**config.mk**
```make
export PLATFORM = sky130hd
export DESIGN_NAME = debug_module
export DESIGN_NICKNAME = d
export VERILOG_FILES = /design/src/rtl/debug_module.sv
export SDC_FILE = /design/constraint.sdc
export NUM_CORES = 1
export LEC_CHECK = 0
export BUFFER_PORTS_ARGS = -buffer_cell sky130_fd_sc_hd__buf_2
export CORE_MARGIN = 5
export CORE_UTILIZATION = 40
export DETAILED_ROUTE_END_ITERATION = 6
export HOLD_SLACK_MARGIN = 0.03
export PLACE_DENSITY_LB_ADDON = 0.2
export SLEW_MARGIN = 20
export SYNTH_ARGS = -nofsm -noshare
export SYNTH_HDL_FRONTEND = slang
export SYNTH_SLANG_ARGS = --single-unit
export TNS_END_PERCENT = 30
```
**constraint.sdc**
```tcl
create_clock -name clk -period 2.3 [get_ports clk]
set_input_delay 0.23 -clock clk [delete_from_list [all_inputs] [get_ports clk]]
set_output_delay 0.23 -clock clk [all_outputs]
set_load 0.005 [all_outputs]
```
**src/rtl/debug_module.sv**
```systemverilog
// rtl/debug_module.sv - RISC-V debug module subset: DMI register file, halt/resume, GPR abstract access
//
// Sits behind the DTM. Every DMI request is answered one cycle later. Holds data0,
// dmcontrol, dmstatus, hartinfo, abstractcs and command, drives halt/resume levels
// to the core and runs "access register" commands on x0..x31 over a req/ack port.
//
// Ports:
//   clk, rst                 clock, synchronous active-high reset
//   dmi_req_valid/addr/data/op   request strobe, 7-bit address, write data, op (01 rd, 10 wr)
//   dmi_rsp_valid/data       response strobe (one cycle after request) and read data
//   dbg_halt_req             haltreq & dmactive
//   dbg_resume_req           held until the core leaves debug mode
//   dbg_halted               core is in debug mode
//   ndmreset                 dmcontrol.ndmreset & dmactive
//   dbg_reg_req/wr/addr/wdata    GPR access request, held until ack; wdata is data0
//   dbg_reg_rdata/ack        GPR read value and one-cycle completion
module debug_module #(
  parameter int unsigned ACK_TIMEOUT = 255
) (
  input  logic        clk,
  input  logic        rst,
  input  logic        dmi_req_valid,
  input  logic [6:0]  dmi_req_addr,
  input  logic [31:0] dmi_req_data,
  input  logic [1:0]  dmi_req_op,
  output logic        dmi_rsp_valid,
  output logic [31:0] dmi_rsp_data,
  output logic        dbg_halt_req,
  output logic        dbg_resume_req,
  input  logic        dbg_halted,
  output logic        ndmreset,
  output logic        dbg_reg_req,
  output logic        dbg_reg_wr,
  output logic [4:0]  dbg_reg_addr,
  output logic [31:0] dbg_reg_wdata,
  input  logic [31:0] dbg_reg_rdata,
  input  logic        dbg_reg_ack
);

  localparam logic [6:0] ADDR_DATA0      = 7'h04;
  localparam logic [6:0] ADDR_DMCONTROL  = 7'h10;
  localparam logic [6:0] ADDR_DMSTATUS   = 7'h11;
  localparam logic [6:0] ADDR_HARTINFO   = 7'h12;
  localparam logic [6:0] ADDR_ABSTRACTCS = 7'h16;
  localparam logic [6:0] ADDR_COMMAND    = 7'h17;

  localparam logic [2:0] CMDERR_NONE    = 3'd0;
  localparam logic [2:0] CMDERR_BUSY    = 3'd1;
  localparam logic [2:0] CMDERR_NOTSUP  = 3'd2;
  localparam logic [2:0] CMDERR_HALT    = 3'd4;
  localparam logic [2:0] CMDERR_TIMEOUT = 3'd7;

  localparam int unsigned CNT_W = (ACK_TIMEOUT > 1) ? $clog2(ACK_TIMEOUT) : 1;
  localparam logic [CNT_W-1:0] CNT_LAST = CNT_W'(ACK_TIMEOUT - 1);

  typedef enum logic {
    ST_IDLE,
    ST_XFER
  } state_e;

  state_e             state_q, state_d;
  logic [CNT_W-1:0]   cnt_q, cnt_d;
  logic [31:0]        data0_q, data0_d;
  logic               dmactive_q, dmactive_d;
  logic               haltreq_q, haltreq_d;
  logic               ndmreset_q, ndmreset_d;
  logic               resume_req_q, resume_req_d;
  logic               resumeack_q, resumeack_d;
  logic [2:0]         cmderr_q, cmderr_d;
  logic               reg_wr_q, reg_wr_d;
  logic [4:0]         reg_addr_q, reg_addr_d;
  logic               rsp_valid_q, rsp_valid_d;
  logic [31:0]        rsp_data_q, rsp_data_d;

  logic               is_rd, is_wr, busy, busy_hit;
  logic [31:0]        rdata;
  logic [7:0]         cmd_type;
  logic [2:0]         cmd_aarsize;
  logic               cmd_transfer, cmd_write, regno_ok;

  assign is_rd = dmi_req_valid && (dmi_req_op == 2'b01);
  assign is_wr = dmi_req_valid && (dmi_req_op == 2'b10);
  assign busy  = (state_q == ST_XFER);

  // Accesses that collide with an in-flight abstract command.
  assign busy_hit = (is_wr && (dmi_req_addr == ADDR_DATA0 || dmi_req_addr == ADDR_ABSTRACTCS ||
                               dmi_req_addr == ADDR_COMMAND)) ||
                    (is_rd && dmi_req_addr == ADDR_DATA0);

  assign cmd_type     = dmi_req_data[31:24];
  assign cmd_aarsize  = dmi_req_data[22:20];
  assign cmd_transfer = dmi_req_data[17];
  assign cmd_write    = dmi_req_data[16];
  // GPRs live at regno 0x1000..0x101F.
  assign regno_ok     = (dmi_req_data[15:5] == 11'h080);

  always_comb begin
    rdata = '0;
    case (dmi_req_addr)
      ADDR_DATA0:      rdata = data0_q;
      ADDR_DMCONTROL:  rdata = {haltreq_q, 1'b0, 28'b0, ndmreset_q, dmactive_q};
      ADDR_DMSTATUS:   rdata = {14'b0, resumeack_q, resumeack_q, 4'b0,
                                ~dbg_halted, ~dbg_halted, dbg_halted, dbg_halted,
                                1'b1, 3'b0, 4'd2};
      ADDR_HARTINFO:   rdata = '0;
      ADDR_ABSTRACTCS: rdata = {3'b0, 5'd0, 11'b0, busy, 1'b0, cmderr_q, 4'b0, 4'd1};
      default:         rdata = '0;
    endcase
  end

  always_comb begin
    state_d      = state_q;
    cnt_d        = cnt_q;
    data0_d      = data0_q;
    dmactive_d   = dmactive_q;
    haltreq_d    = haltreq_q;
    ndmreset_d   = ndmreset_q;
    resume_req_d = resume_req_q;
    resumeack_d  = resumeack_q;
    cmderr_d     = cmderr_q;
    reg_wr_d     = reg_wr_q;
    reg_addr_d   = reg_addr_q;
    rsp_valid_d  = dmi_req_valid;
    rsp_data_d   = is_rd ? rdata : '0;

    // In-flight GPR access: ack wins over a timeout landing on the same cycle.
    if (state_q == ST_XFER) begin
      if (dbg_reg_ack) begin
        state_d = ST_IDLE;
        if (!reg_wr_q) begin
          data0_d = dbg_reg_rdata;
        end
      end else if (cnt_q == CNT_LAST) begin
        state_d  = ST_IDLE;
        cmderr_d = CMDERR_TIMEOUT;
      end else begin
        cnt_d = cnt_q + CNT_W'(1);
      end
    end

    if (resume_req_q && !dbg_halted) begin
      resume_req_d = 1'b0;
      resumeack_d  = 1'b1;
    end

    if (is_wr && dmi_req_addr == ADDR_DMCONTROL) begin
      dmactive_d = dmi_req_data[0];
      haltreq_d  = dmi_req_data[31];
      ndmreset_d = dmi_req_data[1];
      if (dmi_req_data[30] && !dmi_req_data[31] && dbg_halted) begin
        resumeack_d  = 1'b0;
        resume_req_d = 1'b1;
      end
    end

    if (dmactive_q) begin
      if (busy) begin
        // Timeout's cmderr is already in cmderr_d and is not overwritten here.
        if (busy_hit && cmderr_d == CMDERR_NONE) begin
          cmderr_d = CMDERR_BUSY;
        end
      end else if (is_wr) begin
        case (dmi_req_addr)
          ADDR_DATA0:      data0_d  = dmi_req_data;
          ADDR_ABSTRACTCS: cmderr_d = cmderr_q & ~dmi_req_data[10:8];
          ADDR_COMMAND: begin
            if (cmderr_q == CMDERR_NONE) begin
              if (cmd_type != 8'd0 || cmd_aarsize != 3'd2 || (cmd_transfer && !regno_ok)) begin
                cmderr_d = CMDERR_NOTSUP;
              end else if (!dbg_halted) begin
                cmderr_d = CMDERR_HALT;
              end else if (cmd_transfer) begin
                state_d    = ST_XFER;
                cnt_d      = '0;
                reg_wr_d   = cmd_write;
                reg_addr_d = dmi_req_data[4:0];
              end
            end
          end
          default: ;
        endcase
      end
    end

    // An inactive module keeps everything but dmactive at reset values.
    if (!dmactive_d) begin
      state_d      = ST_IDLE;
      cnt_d        = '0;
      data0_d      = '0;
      haltreq_d    = 1'b0;
      ndmreset_d   = 1'b0;
      resume_req_d = 1'b0;
      resumeack_d  = 1'b0;
      cmderr_d     = CMDERR_NONE;
      reg_wr_d     = 1'b0;
      reg_addr_d   = '0;
    end
  end

  always_ff @(posedge clk) begin
    if (rst) begin
      state_q      <= ST_IDLE;
      cnt_q        <= '0;
      data0_q      <= '0;
      dmactive_q   <= 1'b0;
      haltreq_q    <= 1'b0;
      ndmreset_q   <= 1'b0;
      resume_req_q <= 1'b0;
      resumeack_q  <= 1'b0;
      cmderr_q     <= CMDERR_NONE;
      reg_wr_q     <= 1'b0;
      reg_addr_q   <= '0;
      rsp_valid_q  <= 1'b0;
      rsp_data_q   <= '0;
    end else begin
      state_q      <= state_d;
      cnt_q        <= cnt_d;
      data0_q      <= data0_d;
      dmactive_q   <= dmactive_d;
      haltreq_q    <= haltreq_d;
      ndmreset_q   <= ndmreset_d;
      resume_req_q <= resume_req_d;
      resumeack_q  <= resumeack_d;
      cmderr_q     <= cmderr_d;
      reg_wr_q     <= reg_wr_d;
      reg_addr_q   <= reg_addr_d;
      rsp_valid_q  <= rsp_valid_d;
      rsp_data_q   <= rsp_data_d;
    end
  end

  assign dmi_rsp_valid  = rsp_valid_q;
  assign dmi_rsp_data   = rsp_data_q;
  assign dbg_halt_req   = haltreq_q & dmactive_q;
  assign dbg_resume_req = resume_req_q;
  assign ndmreset       = ndmreset_q & dmactive_q;
  assign dbg_reg_req    = (state_q == ST_XFER);
  assign dbg_reg_wr     = reg_wr_q;
  assign dbg_reg_addr   = reg_addr_q;
  assign dbg_reg_wdata  = data0_q;

endmodule

```
== Word level (Yosys, flattened, before mapping) ==
Index checks and enable logic that the tools add are counted.
Operators by class
  bitwise operators: 9
  add/sub/neg operators: 1
  muxes and demuxes: 48
  reduce and logical (&&, ||, !) cells: 24
  equal/unequal tests: 10
Operators with widths (count)
  $mux 32: 7
  $pmux 32 s4: 1
  $mux 8: 11
  $mux 3: 10
  $eq 7x5->1 const B: 4
  $mux 1: 18
  $eq 11x8->1 const B: 1
  $logic_and 1x1->1: 10
  $add 8x1->8 const B: 1
  $eq 8x8->1 const B: 1
  $reduce_and 8->1: 1
  $reduce_bool 8->1: 1
  $eq 7x3->1 const B: 1
  $logic_not 3->1: 2
  $pmux 3 s2: 1
  $logic_or 1x1->1: 5
  $not 1->1: 5
  $reduce_or 2->1: 2
  $and 3x3->3: 1
  $logic_not 1->1: 3
  $ne 3x2->1 const B: 1
  $not 3->3: 1
  $and 1x1->1: 2
  $eq 2x1->1 const B: 1
  $eq 2x2->1 const B: 1
Word-level totals
  word-level logic and storage cells: 105
  output and inout port bits: 75
  register bits after elaboration: 88
  input bits: 78

== Longest topological paths before layout ==
Gate-level depths: netlist of run 1.
  depth after elaboration: 12
  mapped depth: 7
  depth with buffers taken out: 7

== Worst setup path after synthesis of run 1 ==
OpenSTA, ideal clock, no wires.
  kind: register -> register
  start: register cmderr_q[0]
  end: register cnt_q[2]
  period minus slack after synthesis: 1.818 ns
  stages on the path, launching flop included: 7
  arrival time: 1.695 ns
  setup time: 0.123 ns
  setup slack: 0.482 ns
  buffers on the path: 1
  cells stage by stage: dfxtp_1 -> or4b_2 -> nor2_1 -> nand4_4 -> nand2b_2 -> buf_6 -> a21oi_1
On the way
  longest elaborated chain between the ends: 6
RTL lines
  start: declaration: line 69  | logic [2:0] cmderr_q, cmderr_d;
  start signal: assignment: line 224  | cmderr_q <= cmderr_d;
  $logic_not 3->1: line 167  | if (cmderr_q == CMDERR_NONE) begin
  $mux 8: line 167
  $mux 8: line 163  | case (dmi_req_addr)
  $mux 8: line 162  | end else if (is_wr) begin
  $mux 8: line 157  | if (busy) begin
  $mux 8: line 156  | if (dmactive_q) begin
  end signal: assignment: line 217  | cnt_q <= cnt_d;
  end: declaration: line 62  | logic [CNT_W-1:0] cnt_q, cnt_d;
Every way passes these cells.
A chain may end at the register's enable or synchronous reset.

== Worst setup path in the final report of run 1 ==
  start: register cmderr_q[0]
  end: register cnt_q[3]
Same word-level chain as after synthesis.

==> flow_metrics.py, run 1 <==
metrics = {
    "status": {
        "outcome": "finished clean",
    },
    "logic_synthesis": {
        "syn_nets": 458,
        "ys_types": 48,
        "synth_ff_type": "dfxtp_1",
        "async_reset_ff_share_pct": 0,
        "avgSynthCellArea_sq_um": 10.1,
        "ys_warn_count": 0,
        "seq_area_frac_synth_pct": 46.3,
        "syn_inst": 378,
        "synth_edf_count": 0,
        "synth.cell_area_sq_um": 3800,
        "ys_seq_elements": 88,
    },
    "cts": {
        "cts_max_path_buffers": 2,
        "worstSkewPairLatency_ns": 0.35,
        "postCtsHoldBufs": 0,
        "clk_pin_slew_ns": 0.09,
        "h-tree-depth": 3,
        "ctsResizeCount": 0,
        "cts_inserted_buffers": 9,
        "cts_sinks": 88,
        "cts_tree": "done",
        "post_cts_buffers": 0,
        "cts.root.buffer_cell": "clkbuf_8",
    },
    "grt": {
        "grt-ovfl-total": 0,
        "grt_pass1_vias": 3333,
        "track_usage_pct": 18.6,
        "grt_max_degree": 35,
        "grt_pass1_wl_microns": 17100,
        "antenna_found_initial": 0,
    },
    "finish": {
        "final_cell_mix": "buf_2 (152), dfxtp_1 (88), nor2_1 (56), mux2i_1 (40), a211oi_2 (33)",
        "layout.nets": 610,
        "antenna_cells": 0,
        "final_layout_size_suffix_gt1_share_pct": 42.2,
        "fin_area_sq_um": 4920,
        "area_delta_synth_final_pct": 29.4,
        "nFillCells": 895,
        "mostFrequentLayoutCell": "buf_2",
    },
    "critical_path": {
        "crit_required_ns": 2.53,
        "crit_path_top_delay_cell": "or4b_2",
        "crit_chain": "or4b_2, nor2_1, nand4_4, nand2b_2, a21oi_1",
        "cp_max_fo": 8,
        "end_kind": "flop",
        "crit_family": "simple AND/OR/NAND/NOR gates",
        "cpPeakStageDelay_ns": 0.74,
        "timing.critical_path.buf_inv": 0,
        "cp-start-kind": "flop",
        "critical_path_class": "reg2reg",
        "arrival_ns": 2.18,
    },
    "drt": {
        "wl_per_cell_microns": 16.1,
        "wirelength_microns": 10700,
        "first_iter_violations": 109,
        "detail-route-antenna-nets": 0,
        "first_pass_iters": 4,
        "vias": 3304,
        "drc": 0,
        "via_per_inst": 4.98,
    },
    "power_and_ir_drop": {
        "leakage_nw": 2.38,
        "power_density_nw_per_um2": 541,
        "peakVddDrop_mv": 0.271,
    },
    "floorplan": {
        "fp-row-count": 35,
        "die_x_microns": 108,
        "io_pins": 153,
        "die_h_microns": 108,
        "start_util_pct": 41.2,
        "core_sq_um": 9240,
        "die_area_sq_um": 11600,
    },
    "job": {
        "maxCapViolCount": 0,
    },
    "sta": {
        "setup_viol": 0,
        "drv_slew": 0,
        "rsz0062_at_grt": "no",
        "finalHoldViolations": 0,
        "setup-tns-final_ns": 0,
        "slew_headroom_pct": 61.5,
        "fin_worst_skew_ns": 0.0111,
        "period_share_pct": 84.6,
        "worstMarginPinSlew_ns": 0.573,
        "max_clock_freq_mhz": 514,
        "period_minus_slack_ns": 1.95,
    },
    "placement": {
        "io_buffers": 152,
        "place.detailed.hpwl_microns": 8270,
        "placed_cell_area_sq_um": 4730,
        "place_congestion": 0.801,
    },
    "worst_hold_path": {
        "hold_path_class": "in2reg",
    },
}
-- power breakdown --
group | internal, mW | switching [mW] | leakage (nW)
Clock | 0.457 | 0.560 | 0.0882
Combinational | 0.0630 | 0.0623 | 1.59
Sequential | 1.52 | 0.000157 | 0.709
Total | 2.04 | 0.622 | 2.38
-- synthesized netlist by cell type (all sizes together), types with 2 or more instances --
cell,number,share of area (%)
and3,22,3.6
o22ai,2,0.33
nand2b,3,0.56
nor2b,5,0.82
a211oi,34,11
o21ai,4,0.53
or4,3,0.59
dfxtp,88,46
ha,2,0.66
xor2,5,1.2
buf,10,1.7
a22oi,2,0.39
nor4,4,1.4
clkbuf,14,1.4
nor3,4,0.53
a31oi,3,0.49
or4b,2,0.62
nor2,57,5.8
mux2i,41,11
nand4,4,1.1
o31ai,2,0.39
and2,3,0.49
nand2,19,1.9
nand3b,2,0.39
nand3,5,0.66
xnor2,3,0.69
a21oi,16,2.1
inv,7,0.69
and3b,2,0.46
-- cell type report --
cell class / instances / area, sq um / share of cell area (%)
Tap cell: 129 / 161 / 3.28
Inverter: 7 / 26.3 / 0.534
Multi-Input combinational cell: 259 / 1910 / 38.8
Timing Repair Buffer: 165 / 871 / 17.7
Clock buffer: 11 / 151 / 3.07
Clock inverter: 5 / 40.0 / 0.813
Sequential cell: 88 / 1760 / 35.8
-- final timing paths --
| path | endpoint | from | cells after the start | slack [ns] |
|---|---|---|---|---|
| worst max register to register | cnt_q[3]$_SDFF_PP0_ | cmderr_q[0]$_SDFF_PP0_ | 5 | 0.35 |
| worst min register to register | dmi_rsp_data[11]$_SDFF_PP0_ | dbg_reg_wdata[11]$_SDFF_PP0_ | 2 | 0.48 |
| worst max-delay path | cnt_q[3]$_SDFF_PP0_ | cmderr_q[0]$_SDFF_PP0_ | 5 | 0.35 |
| worst min-delay path | dmi_rsp_valid$_SDFF_PP0_ | rst | 2 | 0.1 |
-- layer usage --
layer  wire (microns)  global-route usage [%]  up-vias
met4              137                    6.22        0
li1                 -                       -     1657
met1             4650                    24.0     1527
met5                0                       0        -
met2             5180                    31.0      106
met3              692                    3.90       14
-- through the flow --
step	util [%]	hold WS (ns)	total power, mW	worst slack [ns]	instances
final	53.3	0.100	2.67	0.353	664
after global routing	53.3	0.100	2.78	0.234	664
after CTS	53.3	0.0893	2.70	0.353	664
after detailed placement	51.2	0.471	1.68	0.222	648
after global placement	51.2	0.459	1.68	0.265	648
after floorplan	-	0.309	1.59	0.482	378
-- cell families after synthesis --
logic type	share of synthesized area, %
simple gates	20.2
xor+xnor	1.84
fa+ha+maj	0.658
buf+inv	3.75
flops	46.3
mux	10.8
compound gates	16.5
-- registers in the layout (all words and copies together) (netlist names) --
register and cells:
dbg_reg_wdata 32, dmi_rsp_valid 1, cmderr_q 3, haltreq_q 1, ndmreset_q 1, dbg_reg_addr 5
cnt_q 8, dbg_reg_wr 1, dmactive_q 1, dbg_resume_req 1, dmi_rsp_data 32, resumeack_q 1
dbg_reg_req 1
(Power assumes the default switching activity.)
==> run 2, diff against run 1 <==
==> constraint.sdc (replaced) <==
create_clock -name clk -period 1.79 [get_ports clk]
set_input_delay 0.179 -clock clk [delete_from_list [all_inputs] [get_ports clk]]
set_output_delay 0.179 -clock clk [all_outputs]
set_load 0.005 [all_outputs]
==> flow_metrics.py, run 2 (synthesized netlist as in run 1, its figures left out) <==
metrics = {
    "drt": {
        "first_iter_violations": 131,
        "drc": 0,
        "wirelength_microns": 11100,
        "vias": 3376,
        "first_pass_iters": 4,
        "via_per_inst": 4.98,
        "wl_per_cell_microns": 16.4,
        "detail-route-antenna-nets": 0,
    },
    "critical_path": {
        "end_kind": "flop",
        "crit_required_ns": 2.04,
        "cp_max_fo": 8,
        "cp-start-kind": "flop",
        "critical_path_class": "reg2reg",
        "arrival_ns": 1.94,
        "reg2reg_depth": 5,
    },
    "placement": {
        "numPlacedInstances": 661,
        "place.detailed.hpwl_microns": 8780,
        "placed_cell_area_sq_um": 4860,
        "place_congestion": 0.880,
        "dp_slack_ns": -0.126,
        "io_buffers": 152,
    },
    "finish": {
        "seqCellArea_sq_um": 1760,
        "mostFrequentLayoutCell": "buf_2",
        "utilization_pct": 55.4,
        "final_cell_mix": "buf_2 (152), dfxtp_1 (88), nor2_1 (55), mux2i_1 (40), a211oi_2 (33)",
        "nFillCells": 881,
        "multi_input_area_sq_um": 1930,
        "fin_area_sq_um": 5120,
        "layout.nets": 624,
        "antenna_cells": 0,
        "layoutNonFillerInstCount": 678,
        "area_delta_synth_final_pct": 34.6,
        "final_layout_size_suffix_gt1_share_pct": 43.7,
    },
    "sta": {
        "setup-tns-final_ns": 0,
        "period_share_pct": 94.0,
        "setup_viol": 0,
        "holdWs_ns": 0.0925,
        "max_clock_freq_mhz": 594,
        "rsz0062_at_grt": "no",
        "fin_worst_skew_ns": 0.0126,
        "slew_headroom_pct": 73.7,
        "worstMarginPinSlew_ns": 0.392,
        "drv_slew": 0,
        "timing.final.ws_setup_ns": 0.107,
        "finalHoldViolations": 0,
        "period_minus_slack_ns": 1.68,
    },
    "cts": {
        "cts_tree": "done",
        "cts.root.buffer_cell": "clkbuf_8",
        "cts_max_path_buffers": 2,
        "cts_inserted_buffers": 9,
        "post_cts_buffers": 0,
        "h-tree-depth": 3,
        "clk_pin_slew_ns": 0.10,
        "worstSkewPairLatency_ns": 0.36,
        "cts_sinks": 88,
    },
    "floorplan": {
        "io_pins": 153,
        "die_x_microns": 108,
        "die_area_sq_um": 11600,
        "die_h_microns": 108,
        "start_util_pct": 41.2,
        "core_sq_um": 9240,
        "fp-row-count": 35,
    },
    "grt": {
        "grt-ovfl-total": 0,
        "antenna_found_initial": 0,
        "track_usage_pct": 19.4,
        "grt_pass1_vias": 3431,
        "grt_max_degree": 35,
        "grt_pass1_wl_microns": 17500,
    },
    "power_and_ir_drop": {
        "power_mw": 3.73,
        "power_density_nw_per_um2": 728,
        "leakage_nw": 2.51,
        "peakVddDrop_mv": 0.435,
    },
    "job": {
        "maxCapViolCount": 0,
    },
    "worst_hold_path": {
        "hold_path_class": "in2reg",
        "whs_path_depth": 3,
    },
    "status": {
        "outcome": "finished clean",
    },
}
==> run 2: changes by cell type in the layout (fill, tap and decap cells not counted), moves of 2 or more <==
| cell | change |
|---|---|
| bufinv_16 | +2 |
| buf_4 | +11 |
| buf_12 | +2 |
| clkbuf_8 | -2 |
| clkinvlp_4 | -3 |
==> run 2: per-layer routing <==
layer / vias up / global-route usage, % / part of all wire [%]
met2: 113 / 32.0 / 48
met1: 1557 / 24.2 / 43
met4: 0 / 7.75 / 2.6
li1: 1687 / - / -
met5: - / 0 / 0
met3: 19 / 4.86 / 6.6
==> run 2: worst paths after layout <==
check,startpoint,endpoint,slack (ns)
hold / removal,dmi_req_data[0],dbg_reg_addr[0]$_SDFFE_PP0P_,0.09
setup / recovery,cmderr_q[0]$_SDFF_PP0_,dbg_reg_addr[4]$_SDFFE_PP0P_,0.11
hold reg to reg,dbg_reg_wdata[16]$_SDFF_PP0_,dmi_rsp_data[16]$_SDFF_PP0_,0.47
setup reg to reg,cmderr_q[0]$_SDFF_PP0_,dbg_reg_addr[4]$_SDFFE_PP0P_,0.11
==> run 2: final cells by class <==
| cell class | instances | area share (%) |
|---|---|---|
| Multi-Input combinational cell | 259 | 37.7 |
| Sequential cell | 88 | 34.4 |
| Timing Repair Buffer | 179 | 19.6 |
| Tap cell | 129 | 3.15 |
| Clock buffer | 9 | 2.42 |
| Clock inverter | 7 | 2.22 |
| Inverter | 7 | 0.513 |
==> run 2: what timing repair did <==
action,CTS,global route
gates resized for setup,3,0
hold buffers,1,0
setup endpoints to repair,14,0
endpoints found under the hold margin,1,0
==> run 2: power breakdown <==
| group | total [mW] | switching [mW] | internal [mW] |
|---|---|---|---|
| Combinational | 0.173 | 0.0838 | 0.0895 |
| Sequential | 1.96 | 0.000206 | 1.96 |
| Clock | 1.60 | 0.781 | 0.817 |
==> run 2: critical path, stage by stage (launching register included) <==
cell and delay (ns):
dfxtp_1 0.33, or4b_4 0.58, nor2_4 0.16, nand4_4 0.22, mux2i_1 0.23, nor2_1 0.05
